$ cat src/rtl/disp_pkg.sv
// Shared constants for the multiplexed 7-segment scanner: segment patterns,
// blank code and counter widths.
package disp_pkg;

  localparam int DEAD_W = 4;
  localparam int IDX_W  = 3;

  // Segment order {g,f,e,d,c,b,a}, active-low.
  localparam logic [6:0] SEG_BLANK = 7'b1111111;

  localparam logic [6:0] SEG_PAT [16] = '{
    7'b1000000,  // 0
    7'b1111001,  // 1
    7'b0100100,  // 2
    7'b0110000,  // 3
    7'b0011001,  // 4
    7'b0010010,  // 5
    7'b0000010,  // 6
    7'b1111000,  // 7
    7'b0000000,  // 8
    7'b0010000,  // 9
    SEG_BLANK,   // codes 10..15 are not BCD and show nothing
    SEG_BLANK,
    SEG_BLANK,
    SEG_BLANK,
    SEG_BLANK,
    SEG_BLANK
  };

endpackage

$ cat src/rtl/seg7_dec.sv
// Combinational BCD-to-7-segment decoder (active-low outputs).
module seg7_dec
  import disp_pkg::*;
(
  input  logic [3:0] bcd,
  output logic [6:0] seg
);

  assign seg = SEG_PAT[bcd];

endmodule

$ cat src/rtl/disp_scan.sv
// Multiplexed 7-segment display scanner with frame snapshot, dead time and blink.
// Optional macro LEADING_ZERO_BLANK_EN turns off leading-zero digits.
module disp_scan
  import disp_pkg::*;
#(
  parameter int NDIG     = 8,
  parameter int DEAD_CYC = 2
) (
  input  logic              CLK,
  input  logic              RESET,
  input  logic              ENABLE,
  input  logic [4*NDIG-1:0] DIGITS,
  input  logic [NDIG-1:0]   DP,
  input  logic [NDIG-1:0]   BLINK_MASK,
  input  logic              BLINK,
  output logic [6:0]        SEG,
  output logic              DP_OUT,
  output logic [NDIG-1:0]   AN
);

  localparam logic [DEAD_W-1:0] DEAD_INIT = DEAD_W'(DEAD_CYC);
  localparam logic [IDX_W-1:0]  IDX_LAST  = IDX_W'(NDIG - 1);

  logic [IDX_W-1:0]  idx;
  logic [DEAD_W-1:0] dead;
  logic [4*NDIG-1:0] snap_digits;
  logic [NDIG-1:0]   snap_dp;
  logic [NDIG-1:0]   snap_mask;

  logic [3:0]        sel_digit;
  logic              sel_dp;
  logic              sel_mask;
  logic              sel_lz;
  logic [NDIG-1:0]   an_sel;
  logic [NDIG-1:0]   lz_blank;
  logic [6:0]        dec_seg;

  logic [6:0]        seg_nxt;
  logic              dp_nxt;
  logic [NDIG-1:0]   an_nxt;
  logic [6:0]        seg_q;
  logic              dp_q;
  logic [NDIG-1:0]   an_q;

  // Scan state: the snapshot is only refreshed on the wrap, so a frame never tears.
  always_ff @(posedge CLK or posedge RESET) begin
    if (RESET) begin
      idx         <= '0;
      dead        <= DEAD_INIT;
      snap_digits <= '0;
      snap_dp     <= '0;
      snap_mask   <= '0;
    end else if (ENABLE) begin
      idx  <= (idx == IDX_LAST) ? '0 : idx + 1'b1;
      dead <= DEAD_INIT;
      if (idx == IDX_LAST) begin
        snap_digits <= DIGITS;
        snap_dp     <= DP;
        snap_mask   <= BLINK_MASK;
      end
    end else if (dead != '0) begin
      dead <= dead - 1'b1;
    end
  end

  always_comb begin
    sel_digit = '0;
    sel_dp    = 1'b0;
    sel_mask  = 1'b0;
    sel_lz    = 1'b0;
    an_sel    = '0;
    for (int i = 0; i < NDIG; i++) begin
      if (idx == IDX_W'(i)) begin
        sel_digit = snap_digits[4*i +: 4];
        sel_dp    = snap_dp[i];
        sel_mask  = snap_mask[i];
        sel_lz    = lz_blank[i];
        an_sel[i] = 1'b1;
      end
    end
  end

`ifdef LEADING_ZERO_BLANK_EN
  // Walk down from the top digit; a digit is leading-zero while every digit
  // above it (and itself) is zero with no decimal point. Digit 0 always shows.
  always_comb begin
    logic lz_run;
    lz_run   = 1'b1;
    lz_blank = '0;
    for (int i = NDIG - 1; i >= 0; i--) begin
      lz_run = lz_run && (snap_digits[4*i +: 4] == 4'd0) && !snap_dp[i];
      if (i > 0) lz_blank[i] = lz_run;
    end
  end
`else
  assign lz_blank = '0;
`endif

  seg7_dec u_dec (
    .bcd (sel_digit),
    .seg (dec_seg)
  );

  // BLINK is used live so the blink rate is independent of the frame rate.
  always_comb begin
    an_nxt  = '1;
    seg_nxt = SEG_BLANK;
    dp_nxt  = 1'b1;
    if (dead == '0) begin
      seg_nxt = dec_seg;
      dp_nxt  = ~sel_dp;
      if (!(sel_mask && BLINK) && !sel_lz) an_nxt = ~an_sel;
    end
  end

  always_ff @(posedge CLK or posedge RESET) begin
    if (RESET) begin
      an_q  <= '1;
      seg_q <= SEG_BLANK;
      dp_q  <= 1'b1;
    end else begin
      an_q  <= an_nxt;
      seg_q <= seg_nxt;
      dp_q  <= dp_nxt;
    end
  end

  assign AN     = an_q;
  assign SEG    = seg_q;
  assign DP_OUT = dp_q;

endmodule

$ cat config.mk
export PLATFORM = sky130hd
export DESIGN_NAME = disp_scan
export DESIGN_NICKNAME = d
export VERILOG_FILES = /design/src/rtl/disp_pkg.sv /design/src/rtl/seg7_dec.sv /design/src/rtl/disp_scan.sv
export SDC_FILE = /design/constraint.sdc
export NUM_CORES = 1
export LEC_CHECK = 0
export BUFFER_PORTS_ARGS = -buffer_cell sky130_fd_sc_hd__buf_2
export CELL_PAD_IN_SITES_DETAIL_PLACEMENT = 0
export CELL_PAD_IN_SITES_GLOBAL_PLACEMENT = 2
export CORE_MARGIN = 5
export CORE_UTILIZATION = 37
export CTS_BUF_LIST = sky130_fd_sc_hd__clkbuf_4 sky130_fd_sc_hd__clkbuf_8
export DETAILED_ROUTE_END_ITERATION = 16
export PLACE_DENSITY = 0.81
export RECOVER_POWER = 25
export SLEW_MARGIN = 40
export SYNTH_ARGS = -nofsm -noshare
export SYNTH_HDL_FRONTEND = slang
export SYNTH_HIERARCHICAL = 1
export SYNTH_SLANG_ARGS = --single-unit
export TNS_END_PERCENT = 30
$ cat constraint.sdc
create_clock -name CLK -period 2.92 [get_ports CLK]
set_input_delay 0 -clock CLK [delete_from_list [all_inputs] [get_ports CLK]]
set_output_delay 0 -clock CLK [all_outputs]
set_load 0.02 [all_outputs]
==> results of run 1 <==
[what timing repair did]
action	in CTS	in global routing
hold endpoints to repair	88	0
setup endpoints to repair	0	6
resized for setup	0	2
hold buffers	51	0
[layer usage]
metal	GRT usage	part of all wire	wire, um
met2	0.2496	0.48	3930
met4	0.05205	0.015	122
met1	0.2102	0.46	3793
met3	0.02769	0.043	352
met5	0	0	0
[area by class of cell]
cell class	count	area, sq um
well taps	111	138.9
flip-flops and latches	71	1798
repair buffers	128	930.9
clock buffers	9	123.9
inverters	16	61.31
clock inverters	7	96.34
multi-input cells	202	1510
fillers	839	4537
[sequential cells by signal (all words and copies together) (netlist names)]
register	flops
AN	8
SEG	7
snap_digits	32
DP_OUT	1
snap_mask	8
dead	4
idx	3
snap_dp	8
[cell usage after synthesis (all sizes together)]
cell / count
a211oi: 1
a21o: 1
a21oi: 20
a221o: 3
a221oi: 3
a2bb2oi: 1
a31oi: 5
a32oi: 1
a41o: 1
buf: 18
clkbuf: 1
dfrtp: 54
dfstp: 17
ha: 12
inv: 16
mux2: 48
nand2: 19
nand2b: 15
nand3: 8
nand3b: 4
nor2: 14
nor2b: 5
nor3: 3
nor3b: 4
o211ai: 4
o21a: 1
o21ai: 22
o22ai: 1
or2: 2
or2b: 1
or3: 1
or3b: 1
xnor2: 1
[cells by family after synthesis]
| logic type | count (synthesis) |
|---|---|
| adders and majority gates | 12 |
| AOI/OAI and AO/OA | 64 |
| and+or+nand+nor | 77 |
| muxes | 48 |
| buffers and inverters | 35 |
| DFF | 71 |
| xor gates and xnor gates | 1 |
[through the flow]
| step | setup WS, ns | hold slack (ns) |
|---|---|---|
| final | 0.2167 | 0.3976 |
| after global routing | -0.02651 | 0.4126 |
| after floorplan | 0.2232 | 0.1317 |
| after global placement | 0.2108 | 0.1867 |
| after CTS | 0.1352 | 0.3625 |
| after detailed placement | 0.1854 | 0.1929 |
[worst paths after layout]
kind / end / slack, ns / cells after the start
max in group asynchronous: snap_digits[26]$_DFFE_PP0P_ / 0.87 / 4
worst min register to register: DP_OUT$_DFF_PP1_ / 0.47 / 1
worst max register to register: SEG[3]$_DFF_PP1_ / 0.22 / 13
min in group asynchronous: snap_dp[2]$_DFFE_PP0P_ / 0.55 / 3
worst max-delay path: SEG[3]$_DFF_PP1_ / 0.22 / 13
worst min-delay path: snap_digits[22]$_DFFE_PP0P_ / 0.40 / 3
[worst max-delay path: stages, from the launching register on]
cell	delay (ns)
sky130_fd_sc_hd__dfrtp_1	0.41
sky130_fd_sc_hd__ha_1	0.23
sky130_fd_sc_hd__ha_1	0.20
sky130_fd_sc_hd__or2_1	0.24
sky130_fd_sc_hd__a221oi_1	0.25
sky130_fd_sc_hd__a221o_1	0.17
sky130_fd_sc_hd__a21oi_1	0.08
sky130_fd_sc_hd__o21ai_1	0.18
sky130_fd_sc_hd__inv_1	0.12
sky130_fd_sc_hd__ha_1	0.18
sky130_fd_sc_hd__or2_1	0.22
sky130_fd_sc_hd__a21oi_2	0.15
sky130_fd_sc_hd__a31oi_1	0.05
sky130_fd_sc_hd__nand2b_1	0.14
[power breakdown]
group / total (mW) / internal [mW] / switching, mW
Combinational: 2.11 / 1.01 / 1.10
Clock: 0.873 / 0.484 / 0.389
Sequential: 1.66 / 1.43 / 0.235
==> metrics.md, run 1 <==
| Metric | Value |
|---|---|
| Status | `finished with violations` |
| Violated checks | `capacitance limit, slew limit` |
| Post-synthesis adder-cell area fraction | `0.04331` |
| Top Ports | `68` |
| Setup clock skew after layout | `0.006595 ns` |
| Final core utilization | `0.5067` |
| Start point of the critical path | `idx[0]$_DFFE_PP0P_` |
| Hold violation total from the final report | `0` |
| Summed instance area of the synthesized netlist | `0.003467 sq mm` |
| Fmax | `0.3699 GHz` |
| Type of the setup path with the least slack | `register to register` |
| Largest buffer count on any clock path | `2` |
| Fin crit period | `2.703 ns` |
| Post-placement cell count | `477` |
| Largest area contributor in the synthesized netlist | `sky130_fd_sc_hd__dfrtp_1` |
| Growth of design area from synthesis to finish | `34.39%` |
| Diodes inserted | `0` |
| Number of synthesis warnings | `6` |
| Mux contribution to synthesized area | `0.1559` |
| Max-slew violations | `37` |
| Share of post-route cells with drive strength above 1 | `0.3279` |
| Maximum net fanout on the critical path | `4` |
| Source of the worst register-to-register timing path | `idx[0]$_DFFE_PP0P_` |
| Number of global-route vias before repair | `2683` |
| DRT Pass-1 Iters | `4` |
| Area of the die | `0.01141 sq mm` |
| Initial antenna violation count | `0` |
| Total of endpoints with negative setup slack in the final report | `0` |
| Die outline height | `106.8 um` |
| Overall die width | `106.8 um` |
| Setup crit end kind | `register` |
| Buffer count from post-CTS setup fixing | `0` |
| Dominant combinational cell family by area after synthesis | `multiplexers` |
| Setup repair after global routing missed its margin | `yes` |
| Period Utilization, post-route | `0.9258` |
| Vias per cell | `4.965` |
| Detailed-placement wirelength estimate | `5650 um` |
| Gpl congestion | `0.7624` |
| Standard-cell row count | `35` |
| Iteration-0 DRC count of the detailed router | `99` |
| Number of design rule violations left after detail routing | `0` |
| Flop and latch count out of synthesis | `71` |
| CTS Root Buffer Type | `sky130_fd_sc_hd__clkbuf_8` |
| TritonCTS clock tree | `yes` |
| NumNets Final | `492` |
| Proportion of synthesized chip area in sequential cells | `0.5186` |
| Cell count after synthesis | `308` |
| Syn_area_per_cell | `11.26 sq um` |
| TNS Setup | `0 ns` |
| Startpoint type of the worst setup path | `register` |
| Leak Pwr | `2.070 nW` |
| Global-route congestion overflow total | `0` |
| Netlist cell types | `41` |
| Area fraction in compound gates after synthesis | `0.1140` |
| CTS Buf Count | `9` |
| Placeable core area | `0.009196 sq mm` |
| Clock-pin slew of the registers on the worst-case setup and hold paths | `0.08 ns` |
| Detail Route Antenna Nets | `0` |
| Mapped Nets | `372` |
| Max-capacitance violation count | `1` |
| Simple-gate portion of the synthesized area | `0.1173` |
| Min-delay src | `DIGITS[22]` |
| Worst VDD drop | `360.3 uV` |
| Placed standard-cell area | `0.003936 sq mm` |
| Slew headroom | `-0.04158` |
| Fraction of synthesized cell area in xor and xnor cells | `0.002526` |
| Global-route total usage across every layer | `0.1546` |
| Area contributors post-synth | `sky130_fd_sc_hd__dfrtp_1, sky130_fd_sc_hd__dfstp_2, sky130_fd_sc_hd__mux2_1` |
| Maximum number of pins on one net before global-route repair | `37` |
| Slew of the pin with the lowest slew margin | `1.554 ns` |
| Number of I/O port buffers | `67` |
| Arrival time of the worst setup path | `2.96 ns` |
| Fin cells | `544` |
| Final wirelength | `8198 um` |
| Share of Yosys cell area claimed by the top area cell type | `0.3898` |
| Final standard cell area without fillers | `0.004659 sq mm` |
| Total power after layout | `4.647 mW` |
| Leading cell types in the layout, fill and taps excluded | `sky130_fd_sc_hd__buf_2, sky130_fd_sc_hd__dfrtp_1, sky130_fd_sc_hd__dlygate4sd3_1` |
| Power density over cell area | `997.4 mW/mm^2` |
| Total number of clock tree sinks | `71` |
| Initial core utilization | `0.3770` |
| Via count | `2701` |
| Commonest non-fill, non-tap cell in the layout | `sky130_fd_sc_hd__buf_2` |
| Clock latency on the worst-skew pair | `0.35 ns` |
| Wire length of the first global-routing pass | `13930 um` |
| Min-Delay Path Class | `input port to register` |
| Data required time of the critical path | `3.18 ns` |
| Detailed-route wire length per cell | `15.07 um` |
| H-tree levels | `3` |
Power figures use the tool's default switching activity.
==> inputs of run 2 (changes only) <==
--- a/config.mk
+++ b/config.mk
@@ -9,14 +9,13 @@
 export CELL_PAD_IN_SITES_DETAIL_PLACEMENT = 0
 export CELL_PAD_IN_SITES_GLOBAL_PLACEMENT = 2
 export CORE_MARGIN = 5
-export CORE_UTILIZATION = 37
+export CORE_UTILIZATION = 38
 export CTS_BUF_LIST = sky130_fd_sc_hd__clkbuf_4 sky130_fd_sc_hd__clkbuf_8
 export DETAILED_ROUTE_END_ITERATION = 16
-export PLACE_DENSITY = 0.81
+export PLACE_DENSITY = 0.82
 export RECOVER_POWER = 25
 export SLEW_MARGIN = 40
 export SYNTH_ARGS = -nofsm -noshare
 export SYNTH_HDL_FRONTEND = slang
-export SYNTH_HIERARCHICAL = 1
 export SYNTH_SLANG_ARGS = --single-unit
 export TNS_END_PERCENT = 30
==> run 2 against run 1 <==
Compared with the run above:
- the flow now finishes without violations
- core utilization increased by 0.94 points
- register-to-register slack improved by 0.06 ns
- fmax increased by 2.1%
- largest power group unchanged
==> metrics.md, run 2 <==
| Metric | Value |
|---|---|
| Max incr delay on CP | `0.38 ns` |
| H-tree levels | `3` |
| Diodes inserted | `0` |
| Mapped Nets | `363` |
| Syn_area_per_cell | `11.82 sq um` |
| Initial antenna violation count | `0` |
| Fmax | `0.3778 GHz` |
| Period Utilization, post-route | `0.9065` |
| Detailed-routing wirelength on met1 | `4006 um` |
| Register with the most flip-flops | `snap_digits` |
| Flop and latch count out of synthesis | `71` |
| Number of I/O port buffers | `67` |
| Hold violation total from the final report | `0` |
| Critical path buffers and inverters | `3` |
| Placeable core area | `0.009153 sq mm` |
| Detailed-placement wirelength estimate | `5911 um` |
| Clock-pin slew of the registers on the worst-case setup and hold paths | `0.08 ns` |
| Summed instance area of the synthesized netlist | `0.003535 sq mm` |
| DRT Pass-1 Iters | `4` |
| Share of Yosys cell area claimed by the top area cell type | `0.3823` |
| Slowest cell on the critical path | `sky130_fd_sc_hd__dfrtp_1` |
| Number of synthesis warnings | `0` |
| Max-slew violations | `0` |
| Switching share of power | `0.3749` |
| Die outline height | `106.4 um` |
| Fraction of power consumed by the clock network | `0.176` |
| Fin crit period | `2.647 ns` |
| CTS Root Buffer Type | `sky130_fd_sc_hd__clkbuf_8` |
| Detailed-routed wire length on met2 | `4041 um` |
| TritonCTS clock tree | `yes` |
| Power density over cell area | `961.1 mW/mm^2` |
| Data required time of the critical path | `3.20 ns` |
| Min-Delay Path Class | `input port to async pin` |
| Overall die width | `106.4 um` |
| Gpl congestion | `0.8426` |
| Most numerous cell in the Yosys netlist | `sky130_fd_sc_hd__dfrtp_1` |
| Most common flop cell mapped by yosys | `sky130_fd_sc_hd__dfrtp_1` |
| Arrival time of the worst setup path | `2.92 ns` |
| Area of the die | `0.01133 sq mm` |
| Worst path cell trace | `inv_1 -> ha_1 -> buf_4 -> nor3b_2 -> a2111oi_4 -> o311ai_2 -> a2bb2oi_4 -> inv_1 -> ha_1 -> or2_0 -> a21oi_1` |
| Share of post-route cells with drive strength above 1 | `0.3782` |
| TNS Setup | `0 ns` |
| NetSw | `1.702 mW` |
| Clock latency on the worst-skew pair | `0.35 ns` |
| Fin cells | `542` |
| Total power after layout | `4.539 mW` |
| Initial core utilization | `0.3862` |
| Worst VDD drop | `371.6 uV` |
| Global-route congestion overflow total | `0` |
| Slew headroom | `0.4824` |
| Number of flip-flops under the largest register name | `32` |
| Final standard cell area without fillers | `0.004723 sq mm` |
| Leading post-synthesis cells by instance count | `sky130_fd_sc_hd__dfrtp_1, sky130_fd_sc_hd__mux2_2, sky130_fd_sc_hd__a21oi_1` |
| Iteration-0 DRC count of the detailed router | `135` |
| Number of design rule violations left after detail routing | `0` |
| Total number of clock tree sinks | `71` |
| Count of flip-flops with a built-in enable after synthesis | `0` |
| Setup repair after global routing missed its margin | `no` |
| Maximum number of pins on one net before global-route repair | `52` |
| Cell count after synthesis | `299` |
| Netlist cell types | `52` |
| Startpoint type of the worst setup path | `register` |
| CTS Buf Count | `9` |
| Synth async-reset ratio | `1.000` |
| Maximum net fanout on the critical path | `14` |
| Detail Route Antenna Nets | `0` |
| Status | `completed` |
| Largest buffer count on any clock path | `2` |
| Placed standard-cell area | `0.004029 sq mm` |
| Source of the worst register-to-register timing path | `idx[0]$_DFFE_PP0P_` |
| Cell type group with the largest total delay on the critical path | `compound AO/OA/AOI/OAI gates` |
| Vias per cell | `4.943` |
| Met3 wire length | `334 um` |
| Sequential fraction of design power | `0.367` |
| Detailed-route wire length per cell | `15.67 um` |
| Combinational group share of total power | `0.458` |
| Total of endpoints with negative setup slack in the final report | `0` |
| Leak Pwr | `2.071 nW` |
| Max-capacitance violation count | `0` |
| Commonest non-fill, non-tap cell in the layout | `sky130_fd_sc_hd__dfrtp_1` |
| Internal cell power | `2.838 mW` |
| Global-route total usage across every layer | `0.1606` |
| Via count | `2679` |
| Proportion of synthesized chip area in sequential cells | `0.5087` |
| Type of the setup path with the least slack | `register to register` |
| Growth of design area from synthesis to finish | `33.63%` |
| Leading cell types in the layout, fill and taps excluded | `sky130_fd_sc_hd__dfrtp_1, sky130_fd_sc_hd__dlygate4sd3_1, sky130_fd_sc_hd__buf_2` |
| Final wirelength | `8493 um` |
| Highest Signal Layer | `met4` |
| Post-placement cell count | `475` |
| Standard-cell row count | `35` |
| Area contributors post-synth | `sky130_fd_sc_hd__dfrtp_1, sky130_fd_sc_hd__mux2_2, sky130_fd_sc_hd__dfstp_2` |
| Setup clock skew after layout | `0.008748 ns` |
| Start point of the critical path | `idx[0]$_DFFE_PP0P_` |
| Largest area contributor in the synthesized netlist | `sky130_fd_sc_hd__dfrtp_1` |
| NumNets Final | `490` |
| Slew of the pin with the lowest slew margin | `0.7755 ns` |
| Top Ports | `68` |
| Buffer count from post-CTS setup fixing | `0` |
| Setup crit end kind | `register` |
| Wire length of the first global-routing pass | `14240 um` |
| Number of global-route vias before repair | `2784` |
[run 2: kinds of logic after synthesis]
logic type / count (synthesis) / synth area share
simple gates: 71 / 0.1129
flops: 71 / 0.5087
fa+ha+maj: 12 / 0.04248
mux: 48 / 0.1529
xor+xnor: 2 / 0.004957
buf+inv: 32 / 0.04177
compound gates: 63 / 0.1363
[run 2: power by group through the flow]
| stage | clock (mW) | combinational, mW | sequential (mW) |
|---|---|---|---|
| after CTS | 0.828 | 2.11 | 1.67 |
| after global placement | 0 | 2.02 | 1.67 |
| after detailed placement | 0 | 2.04 | 1.68 |
| after floorplan | 0 | 1.54 | 1.64 |
| final | 0.797 | 2.08 | 1.66 |
| after global routing | 0.858 | 2.33 | 1.72 |
[run 2: worst reg2reg max path, delay by kind of cell (launching register included)]
kind / cells / cell delay (ns)
compound gates: 4 / 0.93
fa+ha+maj: 2 / 0.46
buf+inv: 3 / 0.43
flops: 1 / 0.38
simple gates: 2 / 0.40
[run 2: metal layers]
metal | GRT usage | up-vias
met5 | 0 | -
li1 | - | 1312
met4 | 0.05479 | 0
met1 | 0.2212 | 1291
met2 | 0.2575 | 67
met3 | 0.02611 | 9
[run 2: repair_timing]
| action | 4_1_cts | 5_1_grt |
|---|---|---|
| hold buffers | 51 | 0 |
| setup endpoints to repair | 0 | 1 |
| resized for setup | 0 | 1 |
| endpoints found under the hold margin | 75 | 0 |
[run 2: layout make-up]
cell class | count | area [sq um]
Fill cell | 838 | 4429
Sequential cell | 71 | 1798
Multi-Input combinational cell | 196 | 1592
Timing Repair Buffer | 132 | 930.9
Clock buffer | 11 | 145.1
Tap cell | 111 | 138.9
Inverter | 16 | 60.06
Clock inverter | 5 | 58.81
[run 2: path summary, 6_finish.rpt]
path	end	slack (ns)	cells past startpoint
max	SEG[5]$_DFF_PP1_	0.27	11
min	snap_digits[6]$_DFFE_PP0P_	0.34	3
max reg2reg	SEG[5]$_DFF_PP1_	0.27	11
min reg2reg	DP_OUT$_DFF_PP1_	0.45	1
max in group asynchronous	idx[0]$_DFFE_PP0P_	1.45	4
min in group CLK	snap_dp[6]$_DFFE_PP0P_	0.41	3
[run 2: stage by stage]
stage                     hold slack, ns  setup slack (ns)    util
final                             0.3423            0.2729  0.5161
after detailed placement         0.02640           0.09252  0.4402
after CTS                         0.2029           0.05098  0.5183
after floorplan                   0.1505            0.1661       -
after global routing              0.4037           0.08601  0.5161
after global placement           0.03333            0.1634  0.4402
==> inputs of run 3 (changes only) <==
--- a/config.mk
+++ b/config.mk
@@ -8,6 +8,7 @@
 export BUFFER_PORTS_ARGS = -buffer_cell sky130_fd_sc_hd__buf_2
 export CELL_PAD_IN_SITES_DETAIL_PLACEMENT = 0
 export CELL_PAD_IN_SITES_GLOBAL_PLACEMENT = 2
+export CORE_ASPECT_RATIO = 1.5
 export CORE_MARGIN = 5
 export CORE_UTILIZATION = 38
 export CTS_BUF_LIST = sky130_fd_sc_hd__clkbuf_4 sky130_fd_sc_hd__clkbuf_8
==> run 3 against run 2 <==
Compared with the run above:
- the flow now finishes with violations (capacitance limit, slew limit)
- register-to-register slack worse by 0.03 ns
- global-route usage grew 0.77 points
- critical path depth decreased by 2
- sequential share of layout area is 0.10 points lower
- first-iteration DRC count down 22%
- combinational power fell by 2%
- critical endpoint unchanged
- largest cell class unchanged
- largest power group unchanged
- highest routed layer unchanged
==> metrics.md, run 3 (same netlist as run 2, synthesis figures left out) <==
| Metric | Value |
|---|---|
| Detailed-placement wirelength estimate | `6135 um` |
| Power density over cell area | `951.8 mW/mm^2` |
| Type of the setup path with the least slack | `register to register` |
| Number of I/O port buffers | `67` |
| Maximum net fanout on the critical path | `4` |
| Wire length of the first global-routing pass | `14390 um` |
| Leak Pwr | `2.090 nW` |
| Iteration-0 DRC count of the detailed router | `105` |
| Overall die width | `88.75 um` |
| Fmax | `0.3741 GHz` |
| Register with the most flip-flops | `snap_digits` |
| Status | `finished with violations` |
| TritonCTS clock tree | `yes` |
| Resized cells post-CTS | `0` |
| Arrival time of the worst setup path | `2.95 ns` |
| Slew headroom | `-0.2843` |
| Hold violation total from the final report | `0` |
| Global-route total usage across every layer | `0.1683` |
| Initial core utilization | `0.3842` |
| Worst VDD drop | `431.8 uV` |
| Buffer count from post-CTS setup fixing | `0` |
| Share of post-route cells with drive strength above 1 | `0.4163` |
| Detail Route Antenna Nets | `0` |
| Placeable core area | `0.009200 sq mm` |
| Final Worst Setup Slack | `0.2468 ns` |
| Fin crit period | `2.673 ns` |
| Slowest cell on the critical path | `sky130_fd_sc_hd__dfrtp_1` |
| Clock latency on the worst-skew pair | `0.35 ns` |
| Most prevalent standard cell on the critical path | `sky130_fd_sc_hd__ha_1` |
| Min-Delay Path Class | `input port to register` |
| Hold-fix buffer count after cts | `51` |
| Setup crit end kind | `register` |
| Gpl congestion | `0.8093` |
| CTS Buf Count | `9` |
| Standard-cell row count | `43` |
| Combinational group share of total power | `0.452` |
| Final standard cell area without fillers | `0.004736 sq mm` |
| Detailed-route wire length per cell | `15.81 um` |
| Period Utilization, post-route | `0.9155` |
| Growth of design area from synthesis to finish | `33.98%` |
| Sequential fraction of design power | `0.371` |
| Die outline height | `128.1 um` |
| Maximum number of pins on one net before global-route repair | `53` |
| Placed standard-cell area | `0.004025 sq mm` |
| Diodes inserted | `0` |
| H-tree levels | `3` |
| # fillers | `837` |
| Setup repair after global routing missed its margin | `no` |
| TNS Setup | `0 ns` |
| Leading cell types in the layout, fill and taps excluded | `sky130_fd_sc_hd__buf_2, sky130_fd_sc_hd__dfrtp_1, sky130_fd_sc_hd__dlygate4sd3_1` |
| Setup clock skew after layout | `0.007926 ns` |
| Fraction of power consumed by the clock network | `0.176` |
| Number of flip-flops under the largest register name | `32` |
| Switching share of power | `0.3678` |
| Vias per cell | `5.002` |
| Global-route congestion overflow total | `0` |
| Internal cell power | `2.849 mW` |
| Final wirelength | `8571 um` |
| Slew of the pin with the lowest slew margin | `1.924 ns` |
| Total number of clock tree sinks | `71` |
| CTS Root Buffer Type | `sky130_fd_sc_hd__clkbuf_8` |
| Combined flip-flop and latch cell area | `0.001798 sq mm` |
| Area of the die | `0.01137 sq mm` |
| Max-slew violations | `53` |
| DRT Pass-1 Iters | `4` |
| Number of global-route vias before repair | `2887` |
| Data required time of the critical path | `3.20 ns` |
| Total of endpoints with negative setup slack in the final report | `0` |
| Largest buffer count on any clock path | `2` |
| Via count | `2711` |
| NumNets Final | `489` |
| NetSw | `1.658 mW` |
| Max incr delay on CP | `0.40 ns` |
| Number of design rule violations left after detail routing | `0` |
| Multi-input gate area | `0.001592 sq mm` |
| Startpoint type of the worst setup path | `register` |
| Worst-case hold slack | `0.4037 ns` |
| Max-capacitance violation count | `1` |
| Top Ports | `68` |
| Clock-pin slew of the registers on the worst-case setup and hold paths | `0.07 ns` |
| Initial antenna violation count | `0` |
| Post-placement worst setup slack | `0.1409 ns` |
| Violated checks | `capacitance limit, slew limit` |
| Worst path cell trace | `ha_1 -> ha_1 -> or2_2 -> o311ai_0 -> a21o_1 -> o311ai_1 -> ha_1 -> or2_0 -> a21oi_1` |
| Commonest non-fill, non-tap cell in the layout | `sky130_fd_sc_hd__buf_2` |
run 3: cell types whose count changed in the layout (fill, tap and decap cells not counted), sizes merged:
cell and delta:
clkinvlp -1, buf +15, clkbuf -14, clkinv -1
run 3: metrics by stage:
| stage | power (mW) | std cells | util |
|---|---|---|---|
| 2_1_floorplan | 3.174 | 299 | - |
| 3_3_place_gp | 3.661 | 475 | 0.4372 |
| 3_5_place_dp | 3.700 | 475 | 0.4375 |
| 4_1_cts | 4.561 | 542 | 0.5150 |
| 5_1_grt | 4.876 | 542 | 0.5148 |
| 6_report | 4.507 | 542 | 0.5148 |
run 3: metal layers:
metal / part of all wire / wire length [um] / track usage / vias up
met4: 0.027 / 228 / 0.07829 / 0
met1: 0.41 / 3473 / 0.1984 / 1330
li1: - / - / - / 1313
met2: 0.53 / 4551 / 0.2865 / 52
met3: 0.037 / 318 / 0.03473 / 16
met5: 0 / 0 / 0 / -
run 3: area by class of cell:
cell class,instances,area share
well taps,112,0.02959
repair buffers,131,0.1992
inverters,16,0.01268
clock buffers,13,0.03382
flip-flops and latches,71,0.3797
clock inverters,3,0.008983
multi-input cells,196,0.3361
run 3: power by group through the flow:
| stage | Combinational [mW] | Clock [mW] | Sequential [mW] |
|---|---|---|---|
| finish | 2.04 | 0.795 | 1.67 |
| global route | 2.29 | 0.861 | 1.72 |
| CTS | 2.06 | 0.819 | 1.68 |
| detailed placement | 2.00 | 0 | 1.70 |
| global placement | 1.98 | 0 | 1.69 |
| floorplan | 1.54 | 0 | 1.64 |
run 3: path summary, 6_finish.rpt:
| check | from | end | slack (ns) | cells after the start |
|---|---|---|---|---|
| max | idx[0]$_DFFE_PP0P_ | SEG[5]$_DFF_PP1_ | 0.25 | 9 |
| min | DP[2] | snap_dp[2]$_DFFE_PP0P_ | 0.40 | 3 |
| max reg2reg | idx[0]$_DFFE_PP0P_ | SEG[5]$_DFF_PP1_ | 0.25 | 9 |
| min reg2reg | snap_dp[7]$_DFFE_PP0P_ | DP_OUT$_DFF_PP1_ | 0.50 | 1 |
| max in group asynchronous | RESET | DP_OUT$_DFF_PP1_ | 0.91 | 4 |
| min in group asynchronous | RESET | snap_digits[19]$_DFFE_PP0P_ | 0.82 | 3 |
run 3: worst max-delay path, delay by kind of cell, from the launching register on:
kind / cells / cell delay (ns)
compound gates: 4 / 0.98
fa+ha+maj: 3 / 0.68
simple gates: 2 / 0.53
flops: 1 / 0.40
